`src/rtl/reg8_wr_arbiter_pkg.sv`:
```
// Shared register-file constants and arbiter FSM encodings for reg8_wr_arbiter.
package reg8_wr_arbiter_pkg;

  localparam int unsigned NREG   = 8;
  localparam int unsigned REG_AW = 4;
  localparam int unsigned SRC_W  = 3;

  typedef enum logic {
    ST_ARB  = 1'b0,
    ST_LOCK = 1'b1
  } arb_state_t;

  // Only registers 0..NREG-1 exist; wider addresses are flagged, not written.
  function automatic logic addr_legal(input logic [REG_AW-1:0] addr);
    return addr < REG_AW'(NREG);
  endfunction

endpackage

```
`src/rtl/reg8_wr_arbiter_rr_pick.sv`:
```
// Rotate-priority picker: first set request at or above ptr, wrapping, wins.
module reg8_wr_arbiter_rr_pick #(
  parameter int unsigned N  = 4,
  parameter int unsigned PW = 2
) (
  input  logic [N-1:0]  req,
  input  logic [PW-1:0] ptr,
  output logic [N-1:0]  gnt,
  output logic [PW-1:0] idx,
  output logic          any
);

  logic [PW-1:0] cand;

  always_comb begin
    gnt  = '0;
    idx  = '0;
    any  = 1'b0;
    cand = '0;
    for (int unsigned i = 0; i < N; i++) begin
      cand = PW'((32'(ptr) + i) % N);
      if (!any && req[cand]) begin
        any       = 1'b1;
        gnt[cand] = 1'b1;
        idx       = cand;
      end
    end
  end

endmodule

```
`src/rtl/reg8_wr_arbiter.sv`:
```
// Round-robin arbiter for the 8-entry register file write port.
// Define REG8_WR_ARB_LOCK_EN to enable owner burst locking (ARB/LOCK FSM).
module reg8_wr_arbiter
  import reg8_wr_arbiter_pkg::*;
#(
  parameter int unsigned NREQ     = 4,
  parameter int unsigned DW       = 8,
  parameter int unsigned MAX_LOCK = 4
) (
  input  logic                   clk,
  input  logic                   rst,
  input  logic [NREQ-1:0]        req_valid,
  input  logic [NREQ*REG_AW-1:0] req_addr,
  input  logic [NREQ*DW-1:0]     req_data,
  input  logic [NREQ-1:0]        req_lock,
  output logic [NREQ-1:0]        req_ready,
  input  logic                   stall,
  output logic                   wr_en,
  output logic [REG_AW-1:0]      wr_sel,
  output logic [DW-1:0]          wr_data,
  output logic [SRC_W-1:0]       wr_src,
  output logic                   addr_err
);

  localparam int unsigned PW = (NREQ > 1) ? $clog2(NREQ) : 1;

  logic [PW-1:0]     ptr;
  logic [NREQ-1:0]   elig;
  logic [NREQ-1:0]   gnt;
  logic [PW-1:0]     pick_idx;
  logic              pick_any;
  logic              accept;
  logic              legal;
  logic [REG_AW-1:0] sel_addr;
  logic [DW-1:0]     sel_data;

  function automatic logic [PW-1:0] inc_ptr(input logic [PW-1:0] p);
    return (p == PW'(NREQ - 1)) ? '0 : p + 1'b1;
  endfunction

`ifdef REG8_WR_ARB_LOCK_EN
  localparam int unsigned CW = $clog2(MAX_LOCK + 1);

  arb_state_t    state;
  logic [PW-1:0] owner;
  logic [CW-1:0] cnt;
  logic          sel_lock;

  // While locked, only the owner is eligible.
  always_comb begin
    elig = req_valid;
    if (state == ST_LOCK) begin
      elig = req_valid & (NREQ'(1) << owner);
    end
  end
`else
  localparam int unsigned UNUSED_MAX_LOCK = MAX_LOCK;
  logic unused_lock;

  assign unused_lock = ^req_lock;
  assign elig        = req_valid;
`endif

  reg8_wr_arbiter_rr_pick #(
    .N  (NREQ),
    .PW (PW)
  ) u_pick (
    .req (elig),
    .ptr (ptr),
    .gnt (gnt),
    .idx (pick_idx),
    .any (pick_any)
  );

  assign req_ready = (rst || stall) ? '0 : gnt;
  assign accept    = pick_any && !stall && !rst;

  // Payload of the granted requester.
  always_comb begin
    sel_addr = '0;
    sel_data = '0;
`ifdef REG8_WR_ARB_LOCK_EN
    sel_lock = 1'b0;
`endif
    for (int unsigned i = 0; i < NREQ; i++) begin
      if (gnt[i]) begin
        sel_addr = req_addr[i*REG_AW +: REG_AW];
        sel_data = req_data[i*DW +: DW];
`ifdef REG8_WR_ARB_LOCK_EN
        sel_lock = req_lock[i];
`endif
      end
    end
  end

  assign legal = addr_legal(sel_addr);

  always_ff @(posedge clk) begin
    if (rst) begin
      wr_en    <= 1'b0;
      wr_sel   <= '0;
      wr_data  <= '0;
      wr_src   <= '0;
      addr_err <= 1'b0;
      ptr      <= '0;
`ifdef REG8_WR_ARB_LOCK_EN
      state    <= ST_ARB;
      owner    <= '0;
      cnt      <= '0;
`endif
    end else begin
      wr_en    <= accept && legal;
      addr_err <= accept && !legal;
      if (accept && legal) begin
        wr_sel  <= sel_addr;
        wr_data <= sel_data;
        wr_src  <= SRC_W'(pick_idx);
      end
`ifdef REG8_WR_ARB_LOCK_EN
      case (state)
        ST_ARB: begin
          if (accept) begin
            ptr <= inc_ptr(pick_idx);
            if (sel_lock && (MAX_LOCK > 1)) begin
              state <= ST_LOCK;
              owner <= pick_idx;
              cnt   <= CW'(1);
            end
          end
        end
        ST_LOCK: begin
          // Stall freezes the burst; otherwise a valid owner is always accepted.
          if (!stall) begin
            if (!req_valid[owner]) begin
              state <= ST_ARB;
              ptr   <= inc_ptr(owner);
            end else if (accept) begin
              cnt <= cnt + 1'b1;
              if (!sel_lock || ((cnt + 1'b1) == CW'(MAX_LOCK))) begin
                state <= ST_ARB;
                ptr   <= inc_ptr(owner);
              end
            end
          end
        end
        default: state <= ST_ARB;
      endcase
`else
      if (accept) begin
        ptr <= inc_ptr(pick_idx);
      end
`endif
    end
  end

endmodule

```
`config.mk`:
```
export PLATFORM = sky130hd
export DESIGN_NAME = reg8_wr_arbiter
export DESIGN_NICKNAME = d
export VERILOG_FILES = /design/src/rtl/reg8_wr_arbiter_pkg.sv /design/src/rtl/reg8_wr_arbiter_rr_pick.sv /design/src/rtl/reg8_wr_arbiter.sv
export SDC_FILE = /design/constraint.sdc
export NUM_CORES = 1
export LEC_CHECK = 0
export ABC_AREA = 1
export BUFFER_PORTS_ARGS = -buffer_cell sky130_fd_sc_hd__buf_2
export CAP_MARGIN = 10
export CORE_UTILIZATION = 36
export CTS_CLUSTER_DIAMETER = 120
export DETAILED_ROUTE_END_ITERATION = 8
export PLACE_DENSITY_LB_ADDON = 0.3
export SETUP_SLACK_MARGIN = 0.4
export SYNTH_ARGS = -nofsm -noshare
export SYNTH_HDL_FRONTEND = slang
export SYNTH_SLANG_ARGS = --single-unit
```
`constraint.sdc`:
```
create_clock -name clk -period 4.87 [get_ports clk]
set_input_delay 0.7305 -clock clk [delete_from_list [all_inputs] [get_ports clk]]
set_output_delay 0.7305 -clock clk [all_outputs]
set_load 0.01 [all_outputs]
```
==> reports/results.ini, run 1 <==
[outcome]
failed_checks=design-rule violations
outcome=complete, but fails checks

[sta]
finalHoldWorstSlack_ns=0.4553
setup_total_negative_slack_ns=0
finClkSkew_ns=0.001496
period_needed_ns=3.448
worstMarginPinSlew_ns=0.5324
final_worst_setup_slack_ns=1.422
grt_setup_unrepaired=no
timing_max_transition_violations_final=0
timing.final.crit_share=0.7081
relative_slew_slack=0.6446
setup_viol=0
clock.fmax_ghz=0.2900
hold_vio_cnt_final=0

[logic_synthesis]
yosys.area_share.xor_xnor=0.005113
synthFlopType=dfxtp_1
synth_cell_types=30
fraction_of_the_mapped_netlist_area_in_compound_gates=0.1169
post_synthesis_sequential_area_ratio=0.2104
post-synth-top-count-cell=nand2_1
synth-adder-area-share=0.05113
synth_commonest_cells=106 x nand2_1, 41 x inv_1, 29 x a21oi_1
syn_area_per_cell_um2=5.767
main_combinational_cell_family_by_area_after_synthesis=simple AND/OR/NAND/NOR gates
synth.mux.area_fraction=0
yosysWarningCount=0
yosysTopAreaCell=nand2_1
syn_inst=297
async_sr_flop_fraction=0
flops_latches_synth=18
synth.net_count=363
synthesis.area_um2=1713
synthTopCellsByArea=nand2_1 23%, dfxtp_1 21%, inv_1 9.0%
synth-edff-count=0
synth_top_area_share=0.2323
post_synth_and_or_nand_nor_area_fraction=0.4697

[global_routing]
met1_track_demand_over_resource=0.2480
grt_max_degree=27
grt_antenna_before_repair=0
met3_track_utilization_from_global_routing=0.01140
groute.layer.met2.usage=0.2767
global_route.overflow_total=0
grt-busiest-layer=met2
grt_pass1_vias=1571
groute.usage.overall=0.1710
global_route_wire_length_before_repair_um=7051

[worst_hold_path]
hold_path_end=wr_sel[3]
hp_class=flip-flop to flip-flop
worstHoldStart=wr_sel[3]
holdPathStages=2

[detailed_routing]
route.final.wire_length_um=4346
dr_total_vias=1875
ant_nets=0
wire_per_inst_um=10.50
post_drt_via_cell_ratio=4.529
detail_route.iter0.violations=96
drt-pass1-iter-count=6
remaining_drc_errors=7

[placement]
io_buffers=74
gp_routability_congestion=0.8185
post_place_cells=411
dpl.hpwl_um=3381
preCtsSetupSlack_ns=1.686

[die]
floorplan.die_area_um2=5038
chipWidth_um=70.98
start_util=0.3828
pin_count=80
die_h_um=70.98
num_rows=24
design.core.area_um2=4474

[worst_setup_path]
reg2reg_capture_point=wr_data[6]
r2r.worst_path.cells=15
startpoint_type=flip-flop
critical_path_data_arrival_time_ns=2.72
required_ns=4.14
crit_path_max_fanout=25
worstSetupEndpointType=output port
reg2reg_slack_ns=1.67
crit_chain=inv_4, ha_1, inv_1, nand3_1, nand2_1, nor2_4, a21boi_1, nand3_2, nand2_1, inv_1, buf_2
critical_path.slowest_cell=dfxtp_1
worst-setup-path-type=flip-flop to output port
max_stage_delay_ns=0.65

[pwr]
sw_frac_of_total=0.4880
peakVddDrop_mv=0.1807
power.net_switching_mw=0.3702
cellLeakagePower_nw=1.303
sequentialPowerShare=0.252
clockPowerShare=0.131
power_density_nw_per_um2=358.4
comb_power_share=0.616
cell_internal_pwr_mw=0.3884

[job]
cap_viol_max_count=0

[cells_and_area]
n_antenna_cell=0
areaGrowthSynthToFinish_pct=23.59
final_nets=430
fin_cells=414
layout_cells_sized_above_1=0.2680
final_util=0.4732

[clocking]
cts_root_buffer=clkbuf_8
post-cts-setup-buffer-count=0
clk_transition_reported_paths_ns=0.06
tritoncts_buffer_count=3
ctsResizeCount=0
ctsHoldBuffers=0
cts_tree=done
clock_insertion_delay_worst_skew_ns=0.25
maximum_buffer_depth_of_the_clock_tree=2
clock_tree.htree_level_count=1
numClockSinks=18

-- final cells by class --
class / instances / area (um^2)
Clock buffer: 3 / 41.29
Fill cell: 492 / 2357
Inverter: 46 / 175.2
Multi-Input combinational cell: 221 / 1105
Sequential cell: 18 / 360.3
Tap cell: 52 / 65.06
Timing Repair Buffer: 74 / 370.4
-- how the worst max path moves through the flow --
stage	slack, ns	cells after the start	start	to
after floorplan	2.12	13	ptr[1]	req_ready[3]
after global placement	1.74	11	flip-flop	req_ready[2]
after detailed placement	1.69	14	flip-flop	wr_data[6]
after CTS	1.43	11	flip-flop	req_ready[2]
after global routing	1.05	11	flip-flop	req_ready[0]
final	1.42	11	flip-flop	req_ready[2]
-- stage by stage --
stage          power [mW]  cell area, um^2
2_1_floorplan      0.5550             1713
3_3_place_gp       0.6562             2076
3_5_place_dp       0.6624             2076
4_1_cts            0.7642             2117
5_1_grt            0.8426             2117
6_report           0.7587             2117
-- power by group through the flow --
stage	clock, mW	combinational [mW]	sequential (mW)
after CTS	0.104	0.469	0.192
after global routing	0.110	0.537	0.195
after global placement	0	0.461	0.195
after floorplan	0	0.352	0.203
final	0.0995	0.468	0.192
after detailed placement	0	0.468	0.195
-- placed cells by master (no fill, tap or decap), drive strengths merged --
cell and n:
a211oi 1, a21boi 2, a21oi 29, buf 74
clkbuf 3, clkinv 1, conb 1, dfxtp 18
ha 7, inv 45, nand2 114, nand3 25
nand4 6, nor2 29, o211ai 1, o21ai 5
xor2 1
-- flip-flops by register name, indices dropped and copies added, names as in the netlist, named ones only --
register / cells
wr_src: 2
wr_en: 1
ptr: 1
wr_data: 8
wr_sel: 4
addr_err: 1
-- per-layer routing --
metal | up-vias | wire length [um]
met5 | - | 0
met1 | 774 | 2231
li1 | 1050 | -
met2 | 49 | 1894
met3 | 2 | 205
met4 | 0 | 14
-- worst max-delay path: cells and delay by family, from the launching register on --
kind / cells / cell delay [ns]
and+or+nand+nor: 5 / 0.85
DFF: 1 / 0.65
buffers and inverters: 4 / 0.43
adders and majority gates: 1 / 0.38
AOI/OAI and AO/OA: 1 / 0.16
-- cell families after synthesis --
logic type / count (synthesis)
flops: 18
buf+inv: 58
xor+xnor: 1
simple gates: 174
compound gates: 38
other cells: 1
fa+ha+maj: 7
(Power assumes the default switching activity.)
==> run 2, diff against run 1 <==
--- a/config.mk
+++ b/config.mk
@@ -5,7 +5,7 @@
 export SDC_FILE = /design/constraint.sdc
 export NUM_CORES = 1
 export LEC_CHECK = 0
-export ABC_AREA = 1
+export ABC_AREA = 0
 export BUFFER_PORTS_ARGS = -buffer_cell sky130_fd_sc_hd__buf_2
 export CAP_MARGIN = 10
 export CORE_UTILIZATION = 36
==> constraint.sdc (replaced) <==
create_clock -name clk -period 3.2 [get_ports clk]
set_input_delay 0.48 -clock clk [delete_from_list [all_inputs] [get_ports clk]]
set_output_delay 0.48 -clock clk [all_outputs]
set_load 0.01 [all_outputs]
==> reports/results.ini, run 2 <==
[outcome]
outcome=finished clean

[clocking]
tritoncts_buffer_count=3
clk_transition_reported_paths_ns=0.07
clock_tree.htree_level_count=1
maximum_buffer_depth_of_the_clock_tree=2
cts_tree=done
ctsHoldBuffers=0
clock_insertion_delay_worst_skew_ns=0.26
numClockSinks=18
cts_root_buffer=clkbuf_8

[die]
die_h_um=73.24
chipWidth_um=73.24
pin_count=80
num_rows=25
floorplan.die_area_um2=5363
start_util=0.3792
design.core.area_um2=4817

[global_routing]
grt_max_degree=21
groute.usage.overall=0.2011
global_route.overflow_total=0
global_route_wire_length_before_repair_um=8266
grt_antenna_before_repair=0
grt_pass1_vias=1739

[detailed_routing]
detail_route.iter0.violations=87
drt-pass1-iter-count=4
ant_nets=0
wire_per_inst_um=14.50
route.final.wire_length_um=5292
post_drt_via_cell_ratio=5.085
dr_total_vias=1856
remaining_drc_errors=0

[logic_synthesis]
post-synth-top-count-cell=dfxtp_1
main_combinational_cell_family_by_area_after_synthesis=simple AND/OR/NAND/NOR gates
yosysWarningCount=0
synth_top_area_share=0.1973
fraction_of_the_mapped_netlist_area_in_compound_gates=0.2021
yosysTopAreaCell=dfxtp_1
flops_latches_synth=18
synth.mux.area_fraction=0.2288
syn_inst=203
async_sr_flop_fraction=0
synth_commonest_cells=18 x dfxtp_1, 17 x mux2i_1, 17 x nand2b_1
syn_area_per_cell_um2=8.999
synth_cell_types=46
synth.net_count=269
yosys.area_share.xor_xnor=0.009589
synthTopCellsByArea=dfxtp_1 20%, mux2i_1 9.3%, mux2_2 8.0%
synth-edff-count=0
synthesis.area_um2=1827
post_synthesis_sequential_area_ratio=0.1973
synth-adder-area-share=0.04795
synthFlopType=dfxtp_1
post_synth_and_or_nand_nor_area_fraction=0.2432

[worst_setup_path]
r2r.worst_path.cells=11
critical_path_data_arrival_time_ns=2.39
crit_path_max_fanout=6
worstSetupEndpointType=output port
required_ns=2.72
startpoint_type=flip-flop
worst-setup-path-type=flip-flop to output port

[cells_and_area]
largest_register_ffs=8
reg.largest.list=wr_data x8, wr_sel x4, wr_src x2
final_common_cell=buf_2
areaGrowthSynthToFinish_pct=43.56
final_util=0.5444
final_nets=365
largest_register=wr_data
layout_cells_sized_above_1=0.5134
commonest_cells_after_routing_fill_and_taps_aside=75 x buf_2, 25 x buf_4, 17 x mux2i_1, 17 x nand2b_1, 16 x dfxtp_1
fin_cells=365
n_antenna_cell=0
finalInstanceArea_um2=2623

[job]
cap_viol_max_count=0

[placement]
dpl.hpwl_um=3729
io_buffers=74
gp_routability_congestion=0.8206
dpl_cell_area_um2=2355
post_place_cells=340
preCtsSetupSlack_ns=0.1546

[pwr]
peakVddDrop_mv=0.3073
cellLeakagePower_nw=1.261
power_density_nw_per_um2=780.0

[sta]
setup_viol=0
final_worst_setup_slack_ns=0.3321
grt_setup_unrepaired=yes
clock.fmax_ghz=0.3487
finClkSkew_ns=0.003194
timing.final.crit_share=0.8962
timing_max_transition_violations_final=0
period_needed_ns=2.868
hold_vio_cnt_final=0
setup_total_negative_slack_ns=0

[worst_hold_path]
holdPathStages=2
hp_class=flip-flop to flip-flop

## run 2: changes by cell type after synthesis, sizes merged, moves of 12 or more
cell,before,now
nand2,114,5
inv,45,7
a21oi,29,3
nand3,25,1
nor2,29,9
mux2i,0,17
nand2b,0,17
mux2,0,14
and2,0,13
nor3b,0,12
## run 2: routing by layer
metal | up-vias | global-route usage | wire [um]
li1 | 922 | - | -
met1 | 857 | 0.2752 | 2372
met2 | 69 | 0.3292 | 2590
met3 | 8 | 0.03315 | 258
met4 | 0 | 0.04575 | 71
met5 | - | 0 | 0
## run 2: repair_timing
action,in CTS,in global routing
gates cloned,1,0
pin swaps,4,3
endpoints found under the hold margin,0,0
resized for setup,10,5
endpoints found under the setup margin,19,18
setup buffers,17,3
## run 2: cells by family (layout without fill, tap and decap cells)
family / Yosys count / count (layout)
fa+ha+maj: 7 / 7
compound gates: 45 / 45
simple gates: 72 / 72
xor+xnor: 2 / 2
flops: 18 / 18
buf+inv: 23 / 118
other cells: 1 / 1
mux: 35 / 35
## run 2: path summary, 6_finish.rpt
| path | from | end | slack [ns] |
|---|---|---|---|
| worst max register to register | flip-flop | wr_sel[0] | 0.39 |
| worst min-delay path | wr_data[6] | wr_data[6] | 0.47 |
| worst max-delay path | flip-flop | req_ready[2] | 0.33 |
| worst min register to register | wr_data[6] | wr_data[6] | 0.47 |
## run 2: stage by stage
stage                     hold slack, ns  power, mW
after floorplan                   0.4960      1.332
after global placement            0.4599      1.601
after detailed placement          0.4646      1.620
after CTS                         0.4764      1.989
after global routing              0.4976      2.205
final                             0.4731      2.045
## run 2: cell type report
cell class | count | area [um^2]
Clock buffer | 4 | 55.05
Fill cell | 455 | 2195
Inverter | 7 | 36.28
Multi-Input combinational cell | 162 | 1420
Sequential cell | 18 | 367.9
Tap cell | 67 | 83.83
Timing Repair Buffer | 107 | 659.4
## run 2: report_power, final
part | internal, mW | switching (mW) | leakage, nW
Sequential | 0.308 | 0.0506 | 0.149
Clock | 0.109 | 0.0797 | 0.0288
Combinational | 0.765 | 0.733 | 1.08
## run 2: worst max-delay path: stages (launching register included)
cell	delay (ns)
dfxtp_4	0.40
buf_12	0.13
mux4_2	0.57
nor4b_4	0.38
buf_4	0.19
and2_4	0.15
nor2_4	0.05
nor3_2	0.11
buf_2	0.14
==> run 3, diff against run 2 <==
--- a/config.mk
+++ b/config.mk
@@ -5,7 +5,7 @@
 export SDC_FILE = /design/constraint.sdc
 export NUM_CORES = 1
 export LEC_CHECK = 0
-export ABC_AREA = 0
+export ABC_AREA = 1
 export BUFFER_PORTS_ARGS = -buffer_cell sky130_fd_sc_hd__buf_2
 export CAP_MARGIN = 10
 export CORE_UTILIZATION = 36
==> reports/results.ini, run 3 (synthesized netlist as in run 1, its figures left out) <==
[detailed_routing]
post_drt_via_cell_ratio=4.571
dr_total_vias=1929
detail_route.iter0.violations=125
remaining_drc_errors=7
wire_per_inst_um=10.61
ant_nets=0
drt-pass1-iter-count=6
route.final.wire_length_um=4477

[placement]
preCtsSetupSlack_ns=0.6017
io_buffers=74
post_place_cells=418
gp_routability_congestion=0.9024
dpl.hpwl_um=3505

[worst_setup_path]
max_stage_delay_ns=0.37
worst_path_most_repeated_cell=nand2_1
critical_path.top_delay_family=simple AND/OR/NAND/NOR gates
required_ns=2.72
critical_path_data_arrival_time_ns=2.13
reg2reg_slack_ns=0.71
startpoint_type=flip-flop
worst-setup-path-type=flip-flop to output port
worstSetupEndpointType=output port
critical_path.slowest_cell=dfxtp_1
crit_chain=inv_4, ha_2, inv_2, nand3_1, nand2_1, nor2_4, a21oi_1, nand3_2, buf_4, nand2_1, inv_1, buf_2
crit_buf_inv=5
crit_path_max_fanout=12

[cells_and_area]
reg.largest.list=wr_data x8, wr_sel x4, wr_src x2
areaGrowthSynthToFinish_pct=27.98
largest_register_ffs=8
fin_cells=422
n_antenna_cell=0
final_common_cell=nand2_1
commonest_cells_after_routing_fill_and_taps_aside=106 x nand2_1, 74 x buf_2, 40 x inv_1, 29 x a21oi_1, 26 x nor2_1
final_nets=438
layout_cells_sized_above_1=0.2919
largest_register=wr_data
fillCellCount=481

[pwr]
sw_frac_of_total=0.4795
cell_internal_pwr_mw=0.6248
clockPowerShare=0.123
power.net_switching_mw=0.5756
peakVddDrop_mv=0.2647
power_density_nw_per_um2=547.6
totalPowerFinal_mw=1.200
comb_power_share=0.643
sequentialPowerShare=0.235
cellLeakagePower_nw=1.345

[clocking]
maximum_buffer_depth_of_the_clock_tree=2
cts_tree=done
cts_root_buffer=clkbuf_8
clk_transition_reported_paths_ns=0.06
ctsHoldBuffers=0
clock_insertion_delay_worst_skew_ns=0.24
clock_tree.htree_level_count=1
tritoncts_buffer_count=3
numClockSinks=18

[sta]
grt_setup_unrepaired=no
setup_total_negative_slack_ns=0
clock.fmax_ghz=0.3837
timing.final.crit_share=0.8144
timing_max_transition_violations_final=0
setup_viol=0
finClkSkew_ns=0.003465
hold_vio_cnt_final=0
period_needed_ns=2.606
finalHoldWorstSlack_ns=0.4396
final_worst_setup_slack_ns=0.5940

[die]
pin_count=80
floorplan.die_area_um2=5038
num_rows=24
die_h_um=70.98
design.core.area_um2=4474
chipWidth_um=70.98
start_util=0.3828

[global_routing]
groute.usage.overall=0.1824
grt_max_degree=27
grt_pass1_vias=1644
global_route_wire_length_before_repair_um=7479
grt_antenna_before_repair=0
global_route.overflow_total=0

[worst_hold_path]
hp_class=primary input to flip-flop

[job]
cap_viol_max_count=0

[outcome]
failed_checks=design-rule violations
outcome=complete, but fails checks

## run 3: path summary, 6_finish.rpt
check                       to  depth (start not counted)       from
setup / recovery  req_ready[1]                         12  flip-flop
hold / removal       flip-flop                          2        rst
setup reg to reg    wr_data[0]                         14  flip-flop
hold reg to reg      wr_sel[3]                          2  wr_sel[3]
## run 3: power groups by stage
stage               clock network [mW]  logic (mW)  registers [mW]
floorplan                            0       0.536           0.309
global placement                     0       0.747           0.287
detailed placement                   0       0.756           0.287
CTS                              0.154       0.758           0.282
global route                     0.165       0.886           0.288
finish                           0.147       0.771           0.282
## run 3: what timing repair did
item	CTS	global route
gates resized for setup	0	4
endpoints found under the setup margin	0	18
buffers inserted	0	0
## run 3: final cells by class
| class | count | area [um^2] | share of cell area |
|---|---|---|---|
| Timing Repair Buffer | 81 | 422.9 | 0.1929 |
| Sequential cell | 18 | 360.3 | 0.1644 |
| Multi-Input combinational cell | 222 | 1127 | 0.5143 |
| Clock buffer | 3 | 41.29 | 0.01884 |
| Tap cell | 52 | 65.06 | 0.02968 |
| Inverter | 46 | 175.2 | 0.07991 |
## run 3: stage by stage
stage / instance area (um^2) / util
2_1_floorplan: 1713 / -
3_3_place_gp: 2128 / 0.4757
3_5_place_dp: 2128 / 0.4757
4_1_cts: 2170 / 0.4849
5_1_grt: 2192 / 0.4899
6_report: 2192 / 0.4899
## run 3: worst register-to-register path: stages (launching register included)
cell,delay [ns]
dfxtp_1,0.37
inv_4,0.08
ha_2,0.32
inv_2,0.08
nand3_1,0.07
nand2_1,0.14
nor2_4,0.07
a21boi_0,0.22
nand3_2,0.20
nand3_1,0.13
nand2_1,0.07
nand2_2,0.14
nand3_2,0.25
nor2_1,0.17
nor2_1,0.06
## run 3: per-layer routing
layer | track usage | share of wire
met5 | 0 | 0
met4 | 0.04000 | 0.0034
met3 | 0.01567 | 0.044
met2 | 0.2895 | 0.44
met1 | 0.2685 | 0.51
